`src/rtl/ps2_keyboard_receiver_pkg.sv`:
```
// Shared PS/2 receive definitions: frame layout, well-known scancodes, FSM states.
// The frame check is shared so that other PS/2 blocks validate frames the same way.
package ps2_keyboard_receiver_pkg;

  localparam int         PS2_FRAME_BITS = 11;
  localparam logic [7:0] PS2_BREAK      = 8'hF0;
  localparam logic [7:0] PS2_EXTENDED   = 8'hE0;

  typedef enum logic [1:0] {
    RX_IDLE  = 2'd0,
    RX_DATA  = 2'd1,
    RX_CHECK = 2'd2
  } rx_state_t;

  // Bit 0 is the start bit; the frame is shifted in LSB first.
  function automatic logic frame_good(input logic [PS2_FRAME_BITS-1:0] f);
    return (f[0] == 1'b0) && (^f[9:1] == 1'b1) && (f[10] == 1'b1);
  endfunction

endpackage

```
`src/rtl/ps2_keyboard_receiver_sync_fifo.sv`:
```
// Single-clock show-ahead FIFO with wrap-around pointers.
// The block is generic so it can also be used in other receive paths, such as a UART.
module sync_fifo #(
  parameter int WIDTH = 8,
  parameter int DEPTH = 8
) (
  input  logic                     clk,
  input  logic                     reset,
  input  logic                     push,
  input  logic                     pop,
  input  logic [WIDTH-1:0]         wr_data,
  output logic [WIDTH-1:0]         rd_data,
  output logic                     full,
  output logic                     empty,
  output logic [$clog2(DEPTH):0]   count
);

  localparam int AW = $clog2(DEPTH);

  logic [WIDTH-1:0] mem [DEPTH];
  logic [AW-1:0]    wr_ptr;
  logic [AW-1:0]    rd_ptr;
  logic             do_push;
  logic             do_pop;

  assign empty   = (count == '0);
  assign full    = (count == (AW+1)'(DEPTH));
  assign do_pop  = pop & ~empty;
  // A push into a full FIFO is accepted only when the head leaves in the same cycle.
  assign do_push = push & (~full | do_pop);
  assign rd_data = empty ? '0 : mem[rd_ptr];

  always_ff @(posedge clk or negedge reset) begin
    if (!reset) begin
      wr_ptr <= '0;
      rd_ptr <= '0;
      count  <= '0;
    end else begin
      if (do_push) wr_ptr <= wr_ptr + 1'b1;
      if (do_pop)  rd_ptr <= rd_ptr + 1'b1;
      case ({do_push, do_pop})
        2'b10:   count <= count + 1'b1;
        2'b01:   count <= count - 1'b1;
        default: count <= count;
      endcase
    end
  end

  always_ff @(posedge clk) begin
    if (do_push) mem[wr_ptr] <= wr_data;
  end

endmodule

```
`src/rtl/ps2_keyboard_receiver.sv`:
```
// PS/2 device-to-host receiver: it synchronises and filters the pins, frames the bits,
// and checks parity. Good scancodes are queued in the FIFO.
//
// state    | meaning
// RX_IDLE  | waiting for a falling clock edge with data low (start bit)
// RX_DATA  | shifting in data, parity and stop bits; guarded by timeout
// RX_CHECK | one cycle to validate the frame and push or flag it
module ps2_keyboard_receiver
  import ps2_keyboard_receiver_pkg::*;
#(
  parameter int FIFO_DEPTH     = 8,
  parameter int FILTER_LEN     = 4,
  parameter int TIMEOUT_CYCLES = 100000
) (
  input  logic                          clk,
  input  logic                          reset,
  input  logic                          ps2_clk,
  input  logic                          ps2_dat,
  input  logic                          rd_en,
  input  logic                          clear_errors,
  output logic [7:0]                    scancode,
  output logic                          valid,
  output logic [$clog2(FIFO_DEPTH):0]   fifo_count,
  output logic                          overflow,
  output logic                          frame_error
);

  localparam int FW = $clog2(FILTER_LEN + 1);
  localparam int TW = $clog2(TIMEOUT_CYCLES);
  localparam logic [FW-1:0] FILT_LAST = FW'(FILTER_LEN - 1);
  localparam logic [TW-1:0] TMO_LAST  = TW'(TIMEOUT_CYCLES - 1);
  localparam logic [3:0]    BIT_LAST  = 4'(PS2_FRAME_BITS - 1);

  logic                      clk_s1, clk_s2, dat_s1, dat_s2;
  logic                      clk_filt, clk_filt_d;
  logic [FW-1:0]             filt_cnt;
  logic                      fall;
  rx_state_t                 state;
  logic [3:0]                bit_cnt;
  logic [PS2_FRAME_BITS-1:0] shift;
  logic [TW-1:0]             tmo_cnt;
  logic                      push;
  logic                      fifo_full;
  logic                      fifo_empty;

  // The pins idle high, so the synchronizer and filter start at 1 and reset does not create a false edge.
  always_ff @(posedge clk or negedge reset) begin
    if (!reset) begin
      clk_s1     <= 1'b1;
      clk_s2     <= 1'b1;
      dat_s1     <= 1'b1;
      dat_s2     <= 1'b1;
      clk_filt   <= 1'b1;
      clk_filt_d <= 1'b1;
      filt_cnt   <= '0;
    end else begin
      clk_s1     <= ps2_clk;
      clk_s2     <= clk_s1;
      dat_s1     <= ps2_dat;
      dat_s2     <= dat_s1;
      clk_filt_d <= clk_filt;
      if (clk_s2 != clk_filt) begin
        if (filt_cnt == FILT_LAST) begin
          clk_filt <= clk_s2;
          filt_cnt <= '0;
        end else begin
          filt_cnt <= filt_cnt + 1'b1;
        end
      end else begin
        filt_cnt <= '0;
      end
    end
  end

  assign fall = clk_filt_d & ~clk_filt;
  assign push = (state == RX_CHECK) && frame_good(shift);

  always_ff @(posedge clk or negedge reset) begin
    if (!reset) begin
      state       <= RX_IDLE;
      bit_cnt     <= '0;
      shift       <= '0;
      tmo_cnt     <= '0;
      overflow    <= 1'b0;
      frame_error <= 1'b0;
    end else begin
      // Any error raised below overrides a simultaneous clear.
      if (clear_errors) begin
        overflow    <= 1'b0;
        frame_error <= 1'b0;
      end
      case (state)
        RX_IDLE: begin
          tmo_cnt <= '0;
          if (fall && !dat_s2) begin
            shift   <= {dat_s2, shift[PS2_FRAME_BITS-1:1]};
            bit_cnt <= 4'd1;
            state   <= RX_DATA;
          end
        end
        RX_DATA: begin
          if (fall) begin
            shift   <= {dat_s2, shift[PS2_FRAME_BITS-1:1]};
            bit_cnt <= bit_cnt + 1'b1;
            tmo_cnt <= '0;
            if (bit_cnt == BIT_LAST) state <= RX_CHECK;
          end else if (tmo_cnt == TMO_LAST) begin
            state       <= RX_IDLE;
            bit_cnt     <= '0;
            tmo_cnt     <= '0;
            frame_error <= 1'b1;
          end else begin
            tmo_cnt <= tmo_cnt + 1'b1;
          end
        end
        RX_CHECK: begin
          state   <= RX_IDLE;
          bit_cnt <= '0;
          tmo_cnt <= '0;
          if (!frame_good(shift))             frame_error <= 1'b1;
          else if (fifo_full && !rd_en)       overflow    <= 1'b1;
        end
        default: begin
          state   <= RX_IDLE;
          bit_cnt <= '0;
          tmo_cnt <= '0;
        end
      endcase
    end
  end

  sync_fifo #(
    .WIDTH (8),
    .DEPTH (FIFO_DEPTH)
  ) u_fifo (
    .clk     (clk),
    .reset   (reset),
    .push    (push),
    .pop     (rd_en),
    .wr_data (shift[8:1]),
    .rd_data (scancode),
    .full    (fifo_full),
    .empty   (fifo_empty),
    .count   (fifo_count)
  );

  assign valid = ~fifo_empty;

endmodule

```
`config.mk`:
```
export PLATFORM = sky130hd
export DESIGN_NAME = ps2_keyboard_receiver
export DESIGN_NICKNAME = d
export VERILOG_FILES = /design/src/rtl/ps2_keyboard_receiver_pkg.sv /design/src/rtl/ps2_keyboard_receiver_sync_fifo.sv /design/src/rtl/ps2_keyboard_receiver.sv
export SDC_FILE = /design/constraint.sdc
export NUM_CORES = 1
export LEC_CHECK = 0
export CAP_MARGIN = 5
export CORE_MARGIN = 8
export CORE_UTILIZATION = 30
export CTS_CLUSTER_SIZE = 8
export DETAILED_ROUTE_END_ITERATION = 12
export PLACE_DENSITY = 0.48
export SLEW_MARGIN = 0
export SYNTH_ARGS = -nofsm -noshare
export SYNTH_HDL_FRONTEND = slang
export SYNTH_SLANG_ARGS = --single-unit
```
`constraint.sdc`:
```
create_clock -name clk -period 3.85 [get_ports clk]
set_clock_uncertainty 0.05 [all_clocks]
set_input_delay 0.77 -clock clk [delete_from_list [all_inputs] [get_ports clk]]
set_output_delay 0.77 -clock clk [all_outputs]
set_load 0.05 [all_outputs]
```
After elaboration in Yosys (flattened, before gate mapping)
Memory sizes are Yosys's and may differ from the RTL's.
Index checks and enable logic that the tools add are counted.
Widths: inputs -> output; s select.
{ "word_totals": {"n_memories": 1, "word_cells": 91, "ff_bits": 55, "input_bits": 6, "out_inout_bits": 15, "ramBits": 64} }
{ "classes": {"n_addsub": 7, "reduce_logical": 16, "bitwise_logic": 8, "n_mux": 30, "n_eq_ne": 13} }
{ "mem_list": {"columns": ["name", "depth", "width", "rd", "rd_ports_with_merged_regs", "write_ports", "line", "source"], "rows": [
  ["u_fifo.mem", 8, 8, 1, 0, 1, "ps2_keyboard_receiver_sync_fifo.sv:20", "logic [WIDTH-1:0] mem [DEPTH];"]
]} }
{ "op_table": {"columns": ["operator", "count"], "rows": [
  ["$mux 17", 3],
  ["$mux 11", 2],
  ["$pmux 11 s2", 1],
  ["$add 17x1->17 const B", 1],
  ["$eq 17x17->1 const B", 1],
  ["$pmux 4 s2", 2],
  ["$mux 4", 3],
  ["$mux 1", 10],
  ["$add 3x1->3 const B", 3],
  ["$reduce_xor 9->1", 1],
  ["$add 4x1->4 const B", 2],
  ["$eq 4x4->1 const B", 2],
  ["$mux 2", 4],
  ["$mux 8", 1],
  ["$mux 3", 2],
  ["$ne 3x3->1 const B", 2],
  ["$reduce_and 3->1", 2],
  ["$logic_and 1x1->1", 5],
  ["$eq 2x1->1 const B", 2],
  ["$eq 2x2->1 const B", 2],
  ["$logic_not 4->1", 1],
  ["$ne 2x2->1 const B", 2],
  ["$not 1->1", 4],
  ["$pmux 2 s2", 1],
  ["other kinds (10)", 15]
]} }

Longest topological paths before layout
{ "logic_depth": {"word_depth": 7, "mapped_depth": 13} }

Cells and area by module
A second synthesis with hierarchy kept.
{ "hier_totals": {"cells_unflattened": 367, "area_unflattened_um2": 5295.1} }
{ "by_module_without_submodules": {"columns": ["module", "area_each_um2", "instances", "seq_area_each_um2", "cells_per_inst"], "rows": [
  ["sync_fifo", 3106.7, 1, 2172.1, 172],
  ["ps2_keyboard_receiver", 2188.3, 1, 1133.6, 195]
]} }

Least setup slack after synthesis
No wires, ideal clock.
{ "synth_timing": {"path_type": "reg-to-reg", "start": "register u_fifo.count[1]", "end": "register u_fifo.count[2]", "slack_ns": 0.856, "stages_incl_launch_ff": 14, "arrival_ns": 2.796, "n_path_buf": 2, "setup_ns": 0.147, "path_cell_list": "dfrtp_1 buf_6 or3_4 nor2_4 inv_2 and2_1 buf_2 ha_1 xor2_1 ha_1 a21oi_1 xor2_1 nor2_1 xor2_1"} }
{ "synth_via": {"elab_chain_cells": 7} }
{ "synth_lines": {"columns": ["item", "line", "source"], "rows": [
  ["start: declaration", "ps2_keyboard_receiver_sync_fifo.sv:15", "output logic [$clog2(DEPTH):0] count"],
  ["start signal: assignment", "ps2_keyboard_receiver_sync_fifo.sv:42", "2'b10: count <= count + 1'b1;"],
  ["start signal: assignment", "ps2_keyboard_receiver_sync_fifo.sv:43", "2'b01: count <= count - 1'b1;"],
  ["start signal: assignment", "ps2_keyboard_receiver_sync_fifo.sv:44", "default: count <= count;"],
  ["$logic_not 4->1 *", "ps2_keyboard_receiver_sync_fifo.sv:26", "assign empty = (count == '0);"],
  ["$not 1->1 *", null, null],
  ["named net valid", "ps2_keyboard_receiver.sv:22", "output logic valid,"],
  ["$and 1x1->1 *", "ps2_keyboard_receiver_sync_fifo.sv:28", "assign do_pop = pop & ~empty;"],
  ["named net u_fifo.do_pop", "ps2_keyboard_receiver_sync_fifo.sv:24", "logic do_pop;"],
  ["$or 1x1->1", "ps2_keyboard_receiver_sync_fifo.sv:30", "assign do_push = push & (~full | do_pop);"],
  ["$and 1x1->1", "ps2_keyboard_receiver_sync_fifo.sv:30", null],
  ["$eq 2x1->1 / $eq 2x2->1 (equally long branches)", "ps2_keyboard_receiver_sync_fifo.sv:41", "case ({do_push, do_pop})"],
  ["$pmux 4 s2 / $reduce_bool 2->1 (equally long branches)", null, null]
]} }
The timed path passes the listed nets; every way through them passes the cells marked *.
A chain may end at the register's enable or synchronous reset.

Worst setup path after layout
{ "layout_timing": {"start": "register u_fifo.rd_ptr[1]", "end": "output port scancode[4]"} }
{ "layout_via": {"elab_chain_cells": 2} }
{ "layout_lines": {"columns": ["item", "line", "source"], "rows": [
  ["start: declaration", "ps2_keyboard_receiver_sync_fifo.sv:22", "logic [AW-1:0] rd_ptr;"],
  ["start signal: assignment", "ps2_keyboard_receiver_sync_fifo.sv:40", "if (do_pop) rd_ptr <= rd_ptr + 1'b1;"],
  ["$mem_v2 8x8", null, null],
  ["$mux 8", "ps2_keyboard_receiver_sync_fifo.sv:31", "assign rd_data = empty ? '0 : mem[rd_ptr];"],
  ["end: declaration", "ps2_keyboard_receiver.sv:21", "output logic [7:0] scancode,"]
]} }
No other way between the ends.

==> metrics.cfg <==
[detailed_routing]
post_drt_via_cell_ratio = 4.62
firstDrtPassIters = 4
wire_per_inst_um = 15.6
ant_nets = 0
routed_wl_um = 9760
num_vias = 2892
first_iter_violations = 122
drc = 0

[synthesis]
yosys.cell_types.count = 51
yosys.area_share.simple = 0.105
avgSynthCellArea_um2 = 14.8
synth_enable_flop_cells = 64
seq_area_frac_synth = 0.638
async_flop_share = 0.462
ys.flop_type = edfxtp_1
syn_nets = 368
ys_ff_latch = 119
syn_inst = 350
synth_top_family_by_area = multiplexers
synth_area_mm2 = 0.00518
synth-adder-area-share = 0.0290
synth_compound_area_frac = 0.0319
synthMuxAreaShare = 0.125
yosys_warnings = 0
synthXorXnorAreaFrac = 0.0546

[hold_path]
min_path_cells = 0
holdPathEnd = clk_s2
hold_class = flop to flop
min-delay-start = clk_s1

[worst_setup_path]
cp_data_arrival_time_ps = 2650
reg2reg_to = u_fifo.count[2]
r2r_slack_ps = 1030
critPathCaptureType = output pin
max_stage_delay_ps = 860
r2r-start = shift[6]
crit_path_max_fanout = 18
crit_type = flop to output pin
cp_slowest_cell = dfrtp_1
cp.required_ps = 3030
path_buf_inv = 1
rr_worst_depth = 10
crit_family = flip-flops
startpoint_type = flop
crit_chain = mux4_2 > mux2i_1 > nor2_1 > clkdlybuf4s50_1

[cts]
ctsResizeCount = 0
clk_latency_ps = 410
htree_levels = 4
clock-sinks = 119
cts_root_buf = clkbuf_16
cts_buffers = 17
post_cts_buffers = 0
cts_buffer_depth = 2
cts-hold-fix-buffers = 0
clkTransAtPathRegs_ps = 50
cts_tree = built

[sta]
maxSlewHeadroom = 0.303
finalCriticalPeriod_ps = 3470
max_freq_ghz = 0.288
timing.final.crit_share = 0.902
hold_viol = 0
slew_viol_final = 0
final-setup-viol-count = 0
tightest_slew_ps = 1050
tns_ps = 0
rsz0062_at_grt = no

[place]
place_hpwl_um = 6400
place_congestion = 0.704
portBuffers = 20

[power]
leakagePower_nw = 2.36
p_per_area_mw_per_mm2 = 781
peakVddDrop_uv = 440

[global_routing]
grt_pass1_wl_um = 16500
antenna_found_initial = 0
grt_pass1_vias = 3089
overflow = 0
grt_max_degree = 43
grt_usage = 0.0987

[die]
io_pins = 21
num_rows = 48
die_w_um = 147
dieArea_mm2 = 0.0217
core_area_mm2 = 0.0171
chipHeight_um = 147
initial_core_util = 0.303

[cells_and_area]
diodes = 0
final.fill_count = 1677
drive_gt1_frac = 0.200
nets = 408
final_util = 0.365
syn2layout_area_growth_pct = 20.7

[run]
drv_cap = 0

[outcome]
status = finished clean

Yosys cell counts (2+ instances only):
cell type / n / area share
edfxtp_1: 64 / 0.37
dfrtp_1: 49 / 0.24
nor2_1: 38 / 0.028
mux4_2: 16 / 0.070
xor2_1: 14 / 0.024
mux2_2: 13 / 0.028
xnor2_1: 13 / 0.022
ha_1: 12 / 0.029
nand2_1: 11 / 0.0080
inv_1: 9 / 0.0065
mux2i_1: 9 / 0.017
nand3_1: 8 / 0.0077
nand4_1: 7 / 0.0085
nor3_1: 7 / 0.0068
a21oi_1: 6 / 0.0058
buf_2: 6 / 0.0058
dfstp_2: 6 / 0.030
o21ai_0: 6 / 0.0058
nand2b_1: 5 / 0.0060
nand3b_1: 5 / 0.0072
and3_1: 4 / 0.0048
nor2b_1: 4 / 0.0048
nor3b_1: 4 / 0.0058
a22o_1: 2 / 0.0034
a31oi_1: 2 / 0.0024
and2_1: 2 / 0.0024
buf_1: 2 / 0.0014
o211ai_1: 2 / 0.0029
or3_1: 2 / 0.0024
worst max-delay path by stage:
stage                          start              end  slack, ps  cells past startpoint
floorplan            u_fifo.count[1]  u_fifo.count[2]        860                     13
global placement    u_fifo.rd_ptr[1]      scancode[4]        740                      4
detailed placement             rd_en  u_fifo.count[2]        730                     10
CTS                 u_fifo.rd_ptr[1]      scancode[1]        290                      4
global route        u_fifo.rd_ptr[1]      scancode[4]        230                      4
finish              u_fifo.rd_ptr[1]      scancode[4]        380                      4
power breakdown:
| group | switching [mW] | leakage [nW] | internal [mW] | total, mW |
|---|---|---|---|---|
| clock | 0.521 | 0.277 | 0.999 | 1.52 |
| combinational | 0.844 | 0.807 | 0.692 | 1.54 |
| sequential | 0.267 | 1.28 | 1.56 | 1.83 |
through the flow:
stage                     total power, mW  worst slack, ps  cells  hold slack, ps  cell area (µm²)
final                                4.88              375    626             303             6250
after global routing                 5.19              232    626             308             6250
after CTS                            4.98              291    626             306             6250
after detailed placement             3.42              734    596             298             5690
after global placement               3.40              741    596             297             5690
after floorplan                      2.98              856    350             295             5180
registers in the layout, summed over array words and instances, names as in the netlist:
register and cells:
state 2, clk_s2 1, u_fifo.mem 64, overflow 1, u_fifo.count 4, dat_s1 1
clk_filt_d 1, tmo_cnt 17, clk_filt 1, filt_cnt 3, u_fifo.wr_ptr 3, u_fifo.rd_ptr 3
bit_cnt 4, frame_error 1, shift 11, dat_s2 1, clk_s1 1
worst register-to-register path: stages (launching register included):
cell and delay [ps]:
dfrtp_1 590, xor2_1 190, xnor3_2 500, mux2i_4 290
ha_1 310, xor2_1 100, ha_1 180, a21oi_1 140
xor2_1 150, nor2_1 60, xor2_1 140
kinds of logic (layout without fill, tap and decap cells):
group                      Yosys count  count (layout)
AOI/OAI and AO/OA                   25              25
xor gates and xnor gates            29              29
adders and majority gates           12              12
buffers and inverters               20              71
DFF                                119             119
muxes                               41              41
and+or+nand+nor                    104             104
layout by cell type (no fill, tap or decap), types with 2 or more instances in the layout:
| master | synthesis | final |
|---|---|---|
| clkbuf_16 | 0 | 17 |
| buf_4 | 0 | 11 |
| o21ai_0 | 6 | 6 |
| xor2_1 | 14 | 14 |
| nand3_1 | 8 | 8 |
| mux4_2 | 16 | 16 |
| edfxtp_1 | 64 | 64 |
| clkinv_2 | 0 | 4 |
| dfrtp_1 | 49 | 49 |
| nand2_1 | 11 | 11 |
| mux2_2 | 13 | 13 |
| a31oi_1 | 2 | 2 |
| ha_1 | 12 | 12 |
| clkbuf_1 | 1 | 2 |
| mux2i_1 | 9 | 9 |
| a21oi_1 | 6 | 6 |
| bufinv_16 | 0 | 3 |
| nand2b_1 | 5 | 5 |
| o211ai_1 | 2 | 2 |
| nor3b_1 | 4 | 4 |
| clkinv_1 | 0 | 2 |
| clkdlybuf4s50_1 | 0 | 19 |
| nor2_1 | 38 | 38 |
| nor2b_1 | 4 | 4 |
| or3_1 | 2 | 2 |
| nor3_1 | 7 | 7 |
| and2_1 | 2 | 2 |
| nand4_1 | 7 | 7 |
| a22o_1 | 2 | 2 |
| inv_1 | 9 | 9 |
| xnor2_1 | 13 | 13 |
| and3_1 | 4 | 4 |
| dfstp_2 | 6 | 6 |
| nand3b_1 | 5 | 5 |
per-layer routing:
metal  global-route usage  wire length, µm  vias up
li1                     -                -     1375
met1                0.118             4450     1470
met2                0.157             4800       40
met3               0.0367              388        7
met4               0.0413              118        0
met5                    0                0        -
cell type report:
cell class	count	area, µm²	area share
flip-flops and latches	119	3310	0.529
multi-input cells	211	1790	0.285
clock buffers	19	433	0.0692
well taps	225	282	0.0450
repair buffers	31	278	0.0444
clock inverters	11	134	0.0214
inverters	10	37.5	0.00600
Note: power is estimated with default switching activity, not from simulation.
